==> src/rtl/char_tracker.sv <==
// Eight-slot falling-character tracker: inserts descriptors, advances rows once per tick by sweeping
// all slots, and retires characters that reach ROW_LIMIT. Define CHAR_KILL_EN to add the kill port.
module char_tracker #(
  parameter int unsigned ROW_LIMIT = 480
) (
  input  logic        clk,
  input  logic        rst,
  input  logic        new_valid,
  input  logic [23:0] new_ch,
  output logic        new_ready,
  input  logic        tick,
  input  logic [2:0]  rd_idx,
  output logic [23:0] rd_ch,
  output logic        busy,
  output logic [3:0]  active_cnt,
  output logic [7:0]  miss_cnt,
`ifdef CHAR_KILL_EN
  input  logic        kill_valid,
  input  logic [9:0]  kill_x,
  output logic [7:0]  hit_cnt,
`endif
  output logic        overrun
);

  typedef enum logic {IDLE, SWEEP} state_e;

  localparam logic [9:0] ROW_LIM = 10'(ROW_LIMIT);

  state_e      state_q, state_d;
  logic [2:0]  idx_q, idx_d;
  logic [23:0] slots_q [8];
  logic [23:0] slots_d [8];
  logic        pend_q, pend_d;
  logic        ovr_q, ovr_d;
  logic [3:0]  act_q, act_d;
  logic [7:0]  miss_q, miss_d;
`ifdef CHAR_KILL_EN
  logic [7:0]  hit_q, hit_d;
`endif

  logic        free_found;
  logic [2:0]  free_idx;
  logic [9:0]  sum;
  logic        ins, ret, kil;

  // Scanning from the top down leaves the lowest-index free slot selected.
  always_comb begin
    free_found = 1'b0;
    free_idx   = 3'd0;
    for (int i = 7; i >= 0; i--) begin
      if (!slots_q[i][23]) begin
        free_found = 1'b1;
        free_idx   = 3'(i);
      end
    end
  end

`ifdef CHAR_KILL_EN
  logic       kill_found;
  logic [2:0] kill_idx;

  always_comb begin
    kill_found = 1'b0;
    kill_idx   = 3'd0;
    for (int i = 7; i >= 0; i--) begin
      if (slots_q[i][23] && (slots_q[i][9:0] == kill_x)) begin
        kill_found = 1'b1;
        kill_idx   = 3'(i);
      end
    end
  end
`endif

  // New row of the slot under the sweep index; 10 bits so the overflow past row 511 is kept.
  assign sum = {1'b0, slots_q[idx_q][18:10]} + {6'd0, slots_q[idx_q][22:19]} + 10'd1;

  // NOTE: every variable gets a default before the case so no path can infer a latch.
  always_comb begin
    state_d = state_q;
    idx_d   = idx_q;
    pend_d  = pend_q;
    ovr_d   = ovr_q;
    miss_d  = miss_q;
    for (int i = 0; i < 8; i++) slots_d[i] = slots_q[i];
    ins = 1'b0;
    ret = 1'b0;
    kil = 1'b0;
`ifdef CHAR_KILL_EN
    hit_d = hit_q;
`endif

    if (tick && pend_q) ovr_d = 1'b1;

    case (state_q)
      IDLE: begin
        if (tick || pend_q) begin
          state_d = SWEEP;
          idx_d   = 3'd0;
          pend_d  = 1'b0;
        end
        if (new_valid && free_found && new_ch[23]) begin
          slots_d[free_idx] = new_ch;
          ins = 1'b1;
        end
`ifdef CHAR_KILL_EN
        // The inserted slot was free this cycle, so it can never be the kill target.
        if (kill_valid && kill_found) begin
          slots_d[kill_idx] = 24'd0;
          kil = 1'b1;
          if (hit_q != 8'hFF) hit_d = hit_q + 8'd1;
        end
`endif
      end
      SWEEP: begin
        if (tick && !pend_q) pend_d = 1'b1;
        if (slots_q[idx_q][23]) begin
          if (sum >= ROW_LIM) begin
            slots_d[idx_q][23] = 1'b0;
            ret = 1'b1;
            if (miss_q != 8'hFF) miss_d = miss_q + 8'd1;
          end else begin
            slots_d[idx_q][18:10] = sum[8:0];
          end
        end
        idx_d = idx_q + 3'd1;
        if (idx_q == 3'd7) state_d = IDLE;
      end
      default: state_d = IDLE;
    endcase

    act_d = act_q + 4'(ins) - 4'(ret) - 4'(kil);
  end

  // NOTE: the slot array is reset along with the control state so no stale live bit survives a reset.
  always_ff @(posedge clk or posedge rst) begin
    if (rst) begin
      state_q <= IDLE;
      idx_q   <= 3'd0;
      pend_q  <= 1'b0;
      ovr_q   <= 1'b0;
      act_q   <= 4'd0;
      miss_q  <= 8'd0;
      for (int i = 0; i < 8; i++) slots_q[i] <= 24'd0;
`ifdef CHAR_KILL_EN
      hit_q   <= 8'd0;
`endif
    end else begin
      state_q <= state_d;
      idx_q   <= idx_d;
      pend_q  <= pend_d;
      ovr_q   <= ovr_d;
      act_q   <= act_d;
      miss_q  <= miss_d;
      for (int i = 0; i < 8; i++) slots_q[i] <= slots_d[i];
`ifdef CHAR_KILL_EN
      hit_q   <= hit_d;
`endif
    end
  end

  assign new_ready  = (state_q == IDLE) && free_found;
  assign busy       = (state_q == SWEEP);
  assign rd_ch      = slots_q[rd_idx];
  assign active_cnt = act_q;
  assign miss_cnt   = miss_q;
  assign overrun    = ovr_q;
`ifdef CHAR_KILL_EN
  assign hit_cnt    = hit_q;
`endif

endmodule

==> config.mk <==
export PLATFORM = sky130hd
export DESIGN_NAME = char_tracker
export DESIGN_NICKNAME = d
export VERILOG_FILES = /design/src/rtl/char_tracker.sv
export SDC_FILE = /design/constraint.sdc
export NUM_CORES = 1
export LEC_CHECK = 0
export ABC_CLOCK_PERIOD_IN_PS = 22300
export BUFFER_PORTS_ARGS = -buffer_cell sky130_fd_sc_hd__buf_2
export CAP_MARGIN = 20
export CORE_ASPECT_RATIO = 1.2
export CORE_MARGIN = 4
export CORE_UTILIZATION = 48
export DETAILED_ROUTE_END_ITERATION = 7
export HOLD_SLACK_MARGIN = 0.05
export PLACE_DENSITY_LB_ADDON = 0.2
export SLEW_MARGIN = 20
export SYNTH_ARGS = -nofsm -noshare
export SYNTH_HDL_FRONTEND = slang
export SYNTH_SLANG_ARGS = --single-unit
==> constraint.sdc <==
create_clock -name clk -period 22.3 [get_ports clk]
set_input_delay 5.575 -clock clk [delete_from_list [all_inputs] [get_ports clk]]
set_output_delay 5.575 -clock clk [all_outputs]
set_load 0.05 [all_outputs]
==> out/qor.txt, run 1 <==
Worst path cell trace: buf_2 -> buf_4 -> mux4_2 -> mux2_2 -> buf_2
Cts repair resizes: 0
Detail Placement HPWL: 22,400 um
Yosys reg bits: 210
Post-synth EDFFs: 0
First-pass DRT Iterations: 5
Reg clk slew, reported paths: 0.06 ns
Die Span Y: 181 um
Clock buffer count from CTS: 24
Layout fillers: 2,180
Initial antenna violation count: 0
Slew Viols, Final: 0
TritonCTS clock tree: yes
Final antenna-violating net count: 0
FF-to-FF path depth: 15
Synth area leaders: dfrtp_1 (44%), mux4_2 (11%), mux2_2 (7.9%)
Slew Limit Headroom: 18.1%
Max cap viols: 0
Largest net degree at the start of global routing: 135
Leading cell types by count after synthesis: dfrtp_1 (210), nand2_1 (174), o31ai_1 (88), mux2_2 (84)
Critical R2R Capture: slots_q[106]$_DFFE_PP0P_
Pwr/cell area: 129 mW/mm^2
Syn nets: 1,121
Worst path bufs/invs: 3
Slowest CP cell: buf_4
Multi-input logic area: 0.00629 mm^2
Cell mode on critical path: buf_2
CTS sink cnt: 210
Initial Utilization: 48.6%
Core Box Area: 0.0246 mm^2
Most common cell in the netlist: dfrtp_1
Area delta synth->final: 12.3%
Maximum root-to-sink buffer count: 3
Die ar.: 0.0275 mm^2
Min-delay worst type: flop to flop
# DRC: 0
Clock skew: 0.0357 ns
Hold Vio Cnt, Final: 0
Crit path max fanout: 48
First-pass GRT wire length: 57,200 um
Layout cells sized above 1: 27.8%
Worst-Margin Slew: 1.22 ns
Vias: 9,573
Unrepaired setup endpoints after global routing: false
Setup TNS Final: 0 ns
Setup CP Type: primary input to output pin
Worst Setup End Kind: output pin
Chip width: 152 um
Post-DR wirelength/cell: 25.1 um
CTS H-tree depth: 1
Delay-heaviest family, CP: buffers and inverters
Crit path DAT: 7.55 ns
Synth top area share: 44.0%
Ports: 70
Vias per cell: 6.56
Reg-to-reg startpoint: idx_q[2]$_DFFE_PP0P_
Critical Path Start Type: primary input
Top FF cell, synth: dfrtp_1
Slowest stage delay, CP: 0.71 ns
Inst Count DP: 1,415
Status: completed
Clk Latency, worst-skew pair: 0.55 ns
Leak pwr: 0.00558 uW
Worst Hold End: overrun$_DFFE_PP0P_
Fin crit share: 58.9%
Cells after synthesis: 1,077
Asr flop ratio synth: 100%
DRT iter0 DRCs: 925
Reg2reg setup slack: 16.74 ns
Port buffer count: 69
Worst EP required: 16.73 ns
WL final: 36,700 um
Worst min-delay path startpoint: overrun$_DFFE_PP0P_
Worst Hold Depth: 1
Antenna diodes: 0
Cts hold-fix bufs: 0
Setup violations, final: 0
Row Count: 63
Synth Cell Area: 0.0120 mm^2
Synth Warn #: 0
Clk root buf: clkbuf_16
Max VDD drop: 0.0000760 V
F_max: 76.2 MHz
Layout Nets: 1,160
Cell taking the most area after synthesis: dfrtp_1
Avg Cell Area, Syn: 11.1 um^2
Vias in the first global route: 9,578
Fin crit period: 13.13 ns
Post-CTS Setup Bufs: 0
Sequential area share after synthesis: 44.0%
Non-filler cells, final: 1,459
GRT Total Usage: 26.2%
Placer congestion estimate: 0.877
Library cells used by synthesis: 66
Storage cell area: 0.00526 mm^2
Grt ovf: 0
[worst max-delay path by stage]
stage / startpoint / end / slack, ns / cells after the start
3_5_place_dp: rd_idx[0] / rd_ch[13] / 9.17 / 5
2_1_floorplan: rd_idx[0] / rd_ch[10] / 9.13 / 4
5_1_grt: rd_idx[0] / rd_ch[13] / 9.08 / 5
4_1_cts: rd_idx[0] / rd_ch[19] / 9.15 / 5
3_3_place_gp: rd_idx[0] / rd_ch[13] / 9.22 / 5
6_report: rd_idx[0] / rd_ch[19] / 9.17 / 5
[metal layers]
| metal | wire length [um] | GRT usage [%] |
|---|---|---|
| met4 | 1170 | 8.42 |
| met3 | 2430 | 3.33 |
| met5 | 0 | 0 |
| met1 | 15000 | 35.0 |
| met2 | 18000 | 44.7 |
[sequential cells by signal, summed over array words and instances, names as in the netlist]
register and cells:
busy 1, slots_q 192, pend_q 1, idx_q 3, overrun 1, active_cnt 4, miss_cnt 8
[power by group]
part	switching [uW]	internal, uW
logic	521	248
registers	70.7	459
clock network	172	262
[cell type report]
cell class                 instances  area share (%)
clock buffer                      30            5.01
clock inverter                    14            1.45
inverter                          19           0.587
multi-input combinational        768            46.9
sequential                       210            39.1
tap                              325            3.03
timing repair buffer              93            3.91
[per-stage QoR]
step	cell area [um^2]	setup slack, ns	hold slack [ns]	util, %	power, uW
CTS	13400	9.15	0.471	54.6	1720
floorplan	12000	9.13	0.443	-	1060
detailed placement	12600	9.17	0.456	51.0	1290
finish	13400	9.17	0.465	54.6	1730
global placement	12600	9.22	0.455	51.0	1280
global route	13400	9.08	0.483	54.6	1810
[kinds of logic after synthesis]
group           share of synthesized area, %
xor+xnor                                1.03
compound gates                          19.5
simple gates                            10.3
mux                                     20.2
buf+inv                                 3.54
flops                                   44.0
fa+ha+maj                               1.49
[layout by cell type, fill, tap and decap left out, drive strengths merged, types with 5 or more instances in the layout]
cell      n
dfrtp   210
nand2   174
o31ai    96
mux2     93
buf      93
mux4     56
o21ai    56
o32ai    41
nor2     32
clkbuf   30
o22ai    24
a22oi    24
inv      19
a21oi    17
nand3    14
nor3     13
xnor2    13
ha       11
nand4     8
nor2b     7
nand2b    6
clkinv    6
a221oi    5
or3       5
a31oi     5
and3      5
o22a      5
mux2i     5
(Power assumes the default switching activity.)
==> run 2: changes to the inputs <==
- ABC_CLOCK_PERIOD_IN_PS: 22300 -> 11300
- clock period: 22.3 -> 11.3 ns (I/O delays scaled with it)
==> out/qor.txt, run 2 (synthesis results as in run 1) <==
Non-filler cells, final: 1,459 (unchanged)
Detail Placement HPWL: 22,500 um (+0.20%)
Inst Count DP: 1,416 (+0.071%)
Max cap viols: 0 (unchanged)
Antenna diodes: 0 (unchanged)
Worst Setup End Kind: output pin
Clock buffer count from CTS: 24 (unchanged)
Port buffer count: 69 (unchanged)
Biggest register: slots_q
DRT iter0 DRCs: 1,049 (+13%)
Cts hold-fix bufs: 0 (unchanged)
Clock skew: 0.0185 ns (-0.0173 ns)
Grt ovf: 0 (unchanged)
GRT Total Usage: 25.9% (-0.34 points)
Die Span Y: 181 um (unchanged)
Layout Nets: 1,161 (+0.086%)
Final cell utilization of the core: 54.4% (-0.20 points)
Status: completed
Placer congestion estimate: 0.874 (-0.30%)
Design Area, Final: 0.0134 mm^2 (-0.37%)
Initial Utilization: 48.6% (unchanged)
Commonest cells after routing, fill and taps aside: dfrtp_1 (210), nand2_1 (174), o31ai_1 (88), mux2_2 (84), buf_2 (69)
TritonCTS clock tree: yes
Vias: 9,434 (-1.5%)
Initial antenna violation count: 0 (unchanged)
Layout cells sized above 1: 27.6% (-0.18 points)
Area delta synth->final: 11.9%
Reg clk slew, reported paths: 0.06 ns (about the same)
Setup TNS Final: 0 ns (unchanged)
Met1 GRT Util: 35.5% (+0.51 points)
GRT met2 Usage: 43.0% (-1.7 points)
Vias per cell: 6.47 (-1.5%)
Pwr/cell area: 252 mW/mm^2 (+95%)
Worst EP required: 8.48 ns (-8.25 ns)
Vias in the first global route: 9,501 (-0.80%)
Fin crit share: 69.9%
Min-delay worst type: flop to flop
First-pass GRT wire length: 56,700 um (-0.86%)
Slew Limit Headroom: 27.6% (+9.5 points)
WL final: 36,100 um (-1.6%)
Setup violations, final: 0 (unchanged)
Chip width: 152 um (unchanged)
Max VDD drop: 0.000185 V (+140%)
Hold Vio Cnt, Final: 0 (unchanged)
Busiest grt layer: met2
F_max: 127 MHz
First-pass DRT Iterations: 7 (+2)
Ports: 70 (unchanged)
Final antenna-violating net count: 0 (unchanged)
Leak pwr: 0.00558 uW (about the same)
Clk Latency, worst-skew pair: 0.53 ns (-0.02 ns)
Maximum root-to-sink buffer count: 3 (unchanged)
Largest net degree at the start of global routing: 129 (-4.4%)
Row Count: 63 (unchanged)
Crit path DAT: 5.07 ns (-2.48 ns)
Clk root buf: clkbuf_16
Core Box Area: 0.0246 mm^2 (unchanged)
Met3 Track Usage GR: 3.57% (+0.24 points)
Fin crit period: 7.90 ns
Worst-Margin Slew: 1.08 ns (-0.142 ns)
# DRC: 0 (unchanged)
Unrepaired setup endpoints after global routing: false
Critical Path Start Type: primary input
Crit path max fanout: 32 (-33%)
Post-DR wirelength/cell: 24.7 um (-1.6%)
Max reg flops: 192 (unchanged)
Placement Cell Area: 0.0126 mm^2 (about the same)
Tot Pwr: 3360 uW (+94%)
Die ar.: 0.0275 mm^2 (unchanged)
Post-CTS Setup Bufs: 0 (unchanged)
CTS sink cnt: 210 (unchanged)
CTS H-tree depth: 1 (unchanged)
Slew Viols, Final: 0 (unchanged)
Commonest non-fill, non-tap cell in the layout: dfrtp_1
Cts repair resizes: 0 (unchanged)
Setup CP Type: primary input to output pin
==> run 2: cell count changes in the layout (fill, tap and decap cells not counted) <==
cell and delta:
clkinv_2 +3, nand2_1 +1, nand2_2 -1, clkbuf_1 +1
buf_4 -1, clkinvlp_4 -4, clkinv_4 +1, buf_6 +2
bufinv_16 -2
==> run 2: worst paths after layout <==
path	start	end	slack, ns	cells past startpoint
setup / recovery	rd_idx[0]	rd_ch[22]	3.40	5
hold / removal	slots_q[99]$_DFFE_PP0P_	slots_q[99]$_DFFE_PP0P_	0.47	2
setup reg to reg	idx_q[2]$_DFFE_PP0P_	slots_q[112]$_DFFE_PP0P_	5.69	15
hold reg to reg	slots_q[99]$_DFFE_PP0P_	slots_q[99]$_DFFE_PP0P_	0.47	2
max in group asynchronous	rst	slots_q[52]$_DFFE_PP0P_	7.43	3
min in group asynchronous	rst	slots_q[69]$_DFFE_PP0P_	2.46	2
==> run 2: metrics by stage <==
stage | setup WS, ns | hold WS (ns)
floorplan | 2.74 | 0.443
global placement | 3.41 | 0.455
detailed placement | 3.37 | 0.461
CTS | 3.37 | 0.474
global route | 3.27 | 0.493
finish | 3.40 | 0.468
==> run 2: layer usage <==
metal | share of wire, % | vias up
met3 | 7.4 | 83
met1 | 41 | 4703
met5 | 0 | -
met2 | 49 | 438
li1 | - | 4210
met4 | 3.2 | 0
==> run 2: layout make-up <==
type                            count  area, um^2
Clock buffer                       31         677
Tap cell                          325         407
Sequential cell                   210        5260
Clock inverter                     12         129
Timing Repair Buffer               94         541
Inverter                           19        78.8
Fill cell                        2171       11200
Multi-Input combinational cell    768        6290
==> run 2: worst max-delay path, cell delays in order <==
cell and delay [ns]:
buf_2 0.49, buf_4 0.61, mux4_2 0.58, mux2_2 0.30, buf_2 0.22
==> run 2: where the power goes <==
group / switching [uW] / internal (uW) / leakage, uW
Combinational: 1020 / 496 / 0.00234
Sequential: 141 / 906 / 0.00283
Clock: 328 / 470 / 0.000405
==> run 3: changes to the inputs <==
- ABC_CLOCK_PERIOD_IN_PS: 11300 -> 8000
- clock period: 11.3 -> 8 ns (I/O delays scaled with it)
==> out/qor.txt, run 3 (synthesis results as in run 1) <==
Worst-Margin Slew: 1.04 ns (-0.0383 ns)
Max cap viols: 0 (unchanged)
Place WS: 1.95 ns (-1.42 ns)
Ports: 70 (unchanged)
Metal1 wirelength: 15,000 um (+1.5%)
Layout Nets: 1,165 (+0.34%)
Placement Cell Area: 0.0126 mm^2 (+0.15%)
Biggest register: slots_q
First-pass DRT Iterations: 6 (-1)
Detail Placement HPWL: 23,100 um (+2.5%)
CTS H-tree depth: 1 (unchanged)
DR top layer: met4
Placer congestion estimate: 0.873 (about the same)
Maximum root-to-sink buffer count: 3 (unchanged)
Setup TNS Final: 0 ns (unchanged)
Area delta synth->final: 12.4%
Pwr/cell area: 357 mW/mm^2 (+42%)
Grt ovf: 0 (unchanged)
Worst Setup End Kind: output pin
Max VDD drop: 0.000218 V (+18%)
Setup violations, final: 0 (unchanged)
Unrepaired setup endpoints after global routing: false
Vias per cell: 6.54 (+1.1%)
Slowest stage delay, CP: 0.56 ns (-0.05 ns)
Cts hold-fix bufs: 0 (unchanged)
Min-delay worst type: flop to flop
Initial Utilization: 48.6% (unchanged)
Crit path DAT: 4.04 ns (-1.03 ns)
Fin crit share: 75.5%
Commonest non-fill, non-tap cell in the layout: dfrtp_1
Crit path max fanout: 18 (-44%)
Commonest cells after routing, fill and taps aside: dfrtp_1 (210), nand2_1 (174), o31ai_1 (88), mux2_2 (84), buf_2 (69)
Critical Path Start Type: primary input
Setup CP Type: primary input to output pin
F_max: 165 MHz
Post-DR wirelength/cell: 25.1 um (+1.7%)
Die ar.: 0.0275 mm^2 (unchanged)
Slowest CP cell: mux4_2
# DRC: 0 (unchanged)
Worst path cell trace: buf_2 -> buf_4 -> mux4_2 -> mux2_2 -> buf_2
Chip width: 152 um (unchanged)
Cell mode on critical path: buf_2
Largest net degree at the start of global routing: 133 (+3.1%)
Design Area, Final: 0.0134 mm^2 (+0.48%)
Row Count: 63 (unchanged)
Reg clk slew, reported paths: 0.06 ns (about the same)
Clk root buf: clkbuf_16
WL final: 36,800 um (+1.9%)
Met2 wire len: 17,800 um (+1.9%)
Status: completed
Clock skew: 0.0199 ns (+0.00140 ns)
Initial antenna violation count: 0 (unchanged)
GRT Total Usage: 26.4% (+0.57 points)
Max reg flops: 192 (unchanged)
Worst EP required: 6.00 ns (-2.48 ns)
Met3 WL: 2530 um (-4.7%)
Fin crit period: 6.04 ns
Slew Viols, Final: 0 (unchanged)
Vias: 9,559 (+1.3%)
Final antenna-violating net count: 0 (unchanged)
DRT iter0 DRCs: 959 (-8.6%)
Layout cells sized above 1: 27.6% (about the same)
Hold Vio Cnt, Final: 0 (unchanged)
Vias in the first global route: 9,847 (+3.6%)
TritonCTS clock tree: yes
Cts repair resizes: 0 (unchanged)
Post-CTS Setup Bufs: 0 (unchanged)
Slew Limit Headroom: 30.2% (+2.6 points)
Leak pwr: 0.00560 uW (+0.42%)
Worst setup margin: 1.96 ns (-1.45 ns)
Clock buffer count from CTS: 24 (unchanged)
Die Span Y: 181 um (unchanged)
First-pass GRT wire length: 58,000 um (+2.3%)
CTS sink cnt: 210 (unchanged)
Port buffer count: 69 (unchanged)
Clk Latency, worst-skew pair: 0.54 ns (about the same)
Antenna diodes: 0 (unchanged)
Core Box Area: 0.0246 mm^2 (unchanged)
==> run 3: final timing paths <==
check	slack [ns]	end	depth (start not counted)	from
setup / recovery	1.96	rd_ch[22]	5	rd_idx[0]
hold / removal	0.45	overrun$_DFFE_PP0P_	1	overrun$_DFFE_PP0P_
setup reg to reg	2.27	slots_q[10]$_DFFE_PP0P_	14	idx_q[2]$_DFFE_PP0P_
hold reg to reg	0.45	overrun$_DFFE_PP0P_	1	overrun$_DFFE_PP0P_
max in group asynchronous	5.11	slots_q[56]$_DFFE_PP0P_	4	rst
min in group asynchronous	1.65	slots_q[67]$_DFFE_PP0P_	2	rst
==> run 3: layer usage <==
metal / track usage [%] / vias up
met2: 43.4 / 436
met1: 35.6 / 4778
li1: - / 4232
met3: 4.29 / 113
met4: 10.1 / 0
met5: 0 / -
==> run 3: worst max-delay path: cells and delay by family <==
kind	cells	cell delay, ns
buf+inv	3	1.17
mux	2	0.86
==> run 3: power by group <==
group	switching (uW)	internal [uW]	total (uW)	leakage [uW]
clock network	456	702	1160	0.000405
logic	1450	700	2150	0.00237
registers	214	1280	1490	0.00283
==> run 3: final cells by class <==
cell class | instances | area [um^2]
inverters | 19 | 78.8
clock buffers | 34 | 698
multi-input cells | 768 | 6290
well taps | 325 | 407
repair buffers | 98 | 583
clock inverters | 8 | 129
flip-flops and latches | 210 | 5260
fillers | 2232 | 11200
==> run 3: through the flow <==
| step | util [%] | total power [uW] | cells | hold slack [ns] |
|---|---|---|---|---|
| floorplan | - | 2950 | 1077 | 0.443 |
| finish | 54.6 | 4800 | 1462 | 0.455 |
| detailed placement | 51.2 | 3610 | 1419 | 0.439 |
| global placement | 51.2 | 3590 | 1419 | 0.443 |
| global route | 54.6 | 5020 | 1462 | 0.496 |
| CTS | 54.5 | 4770 | 1461 | 0.454 |
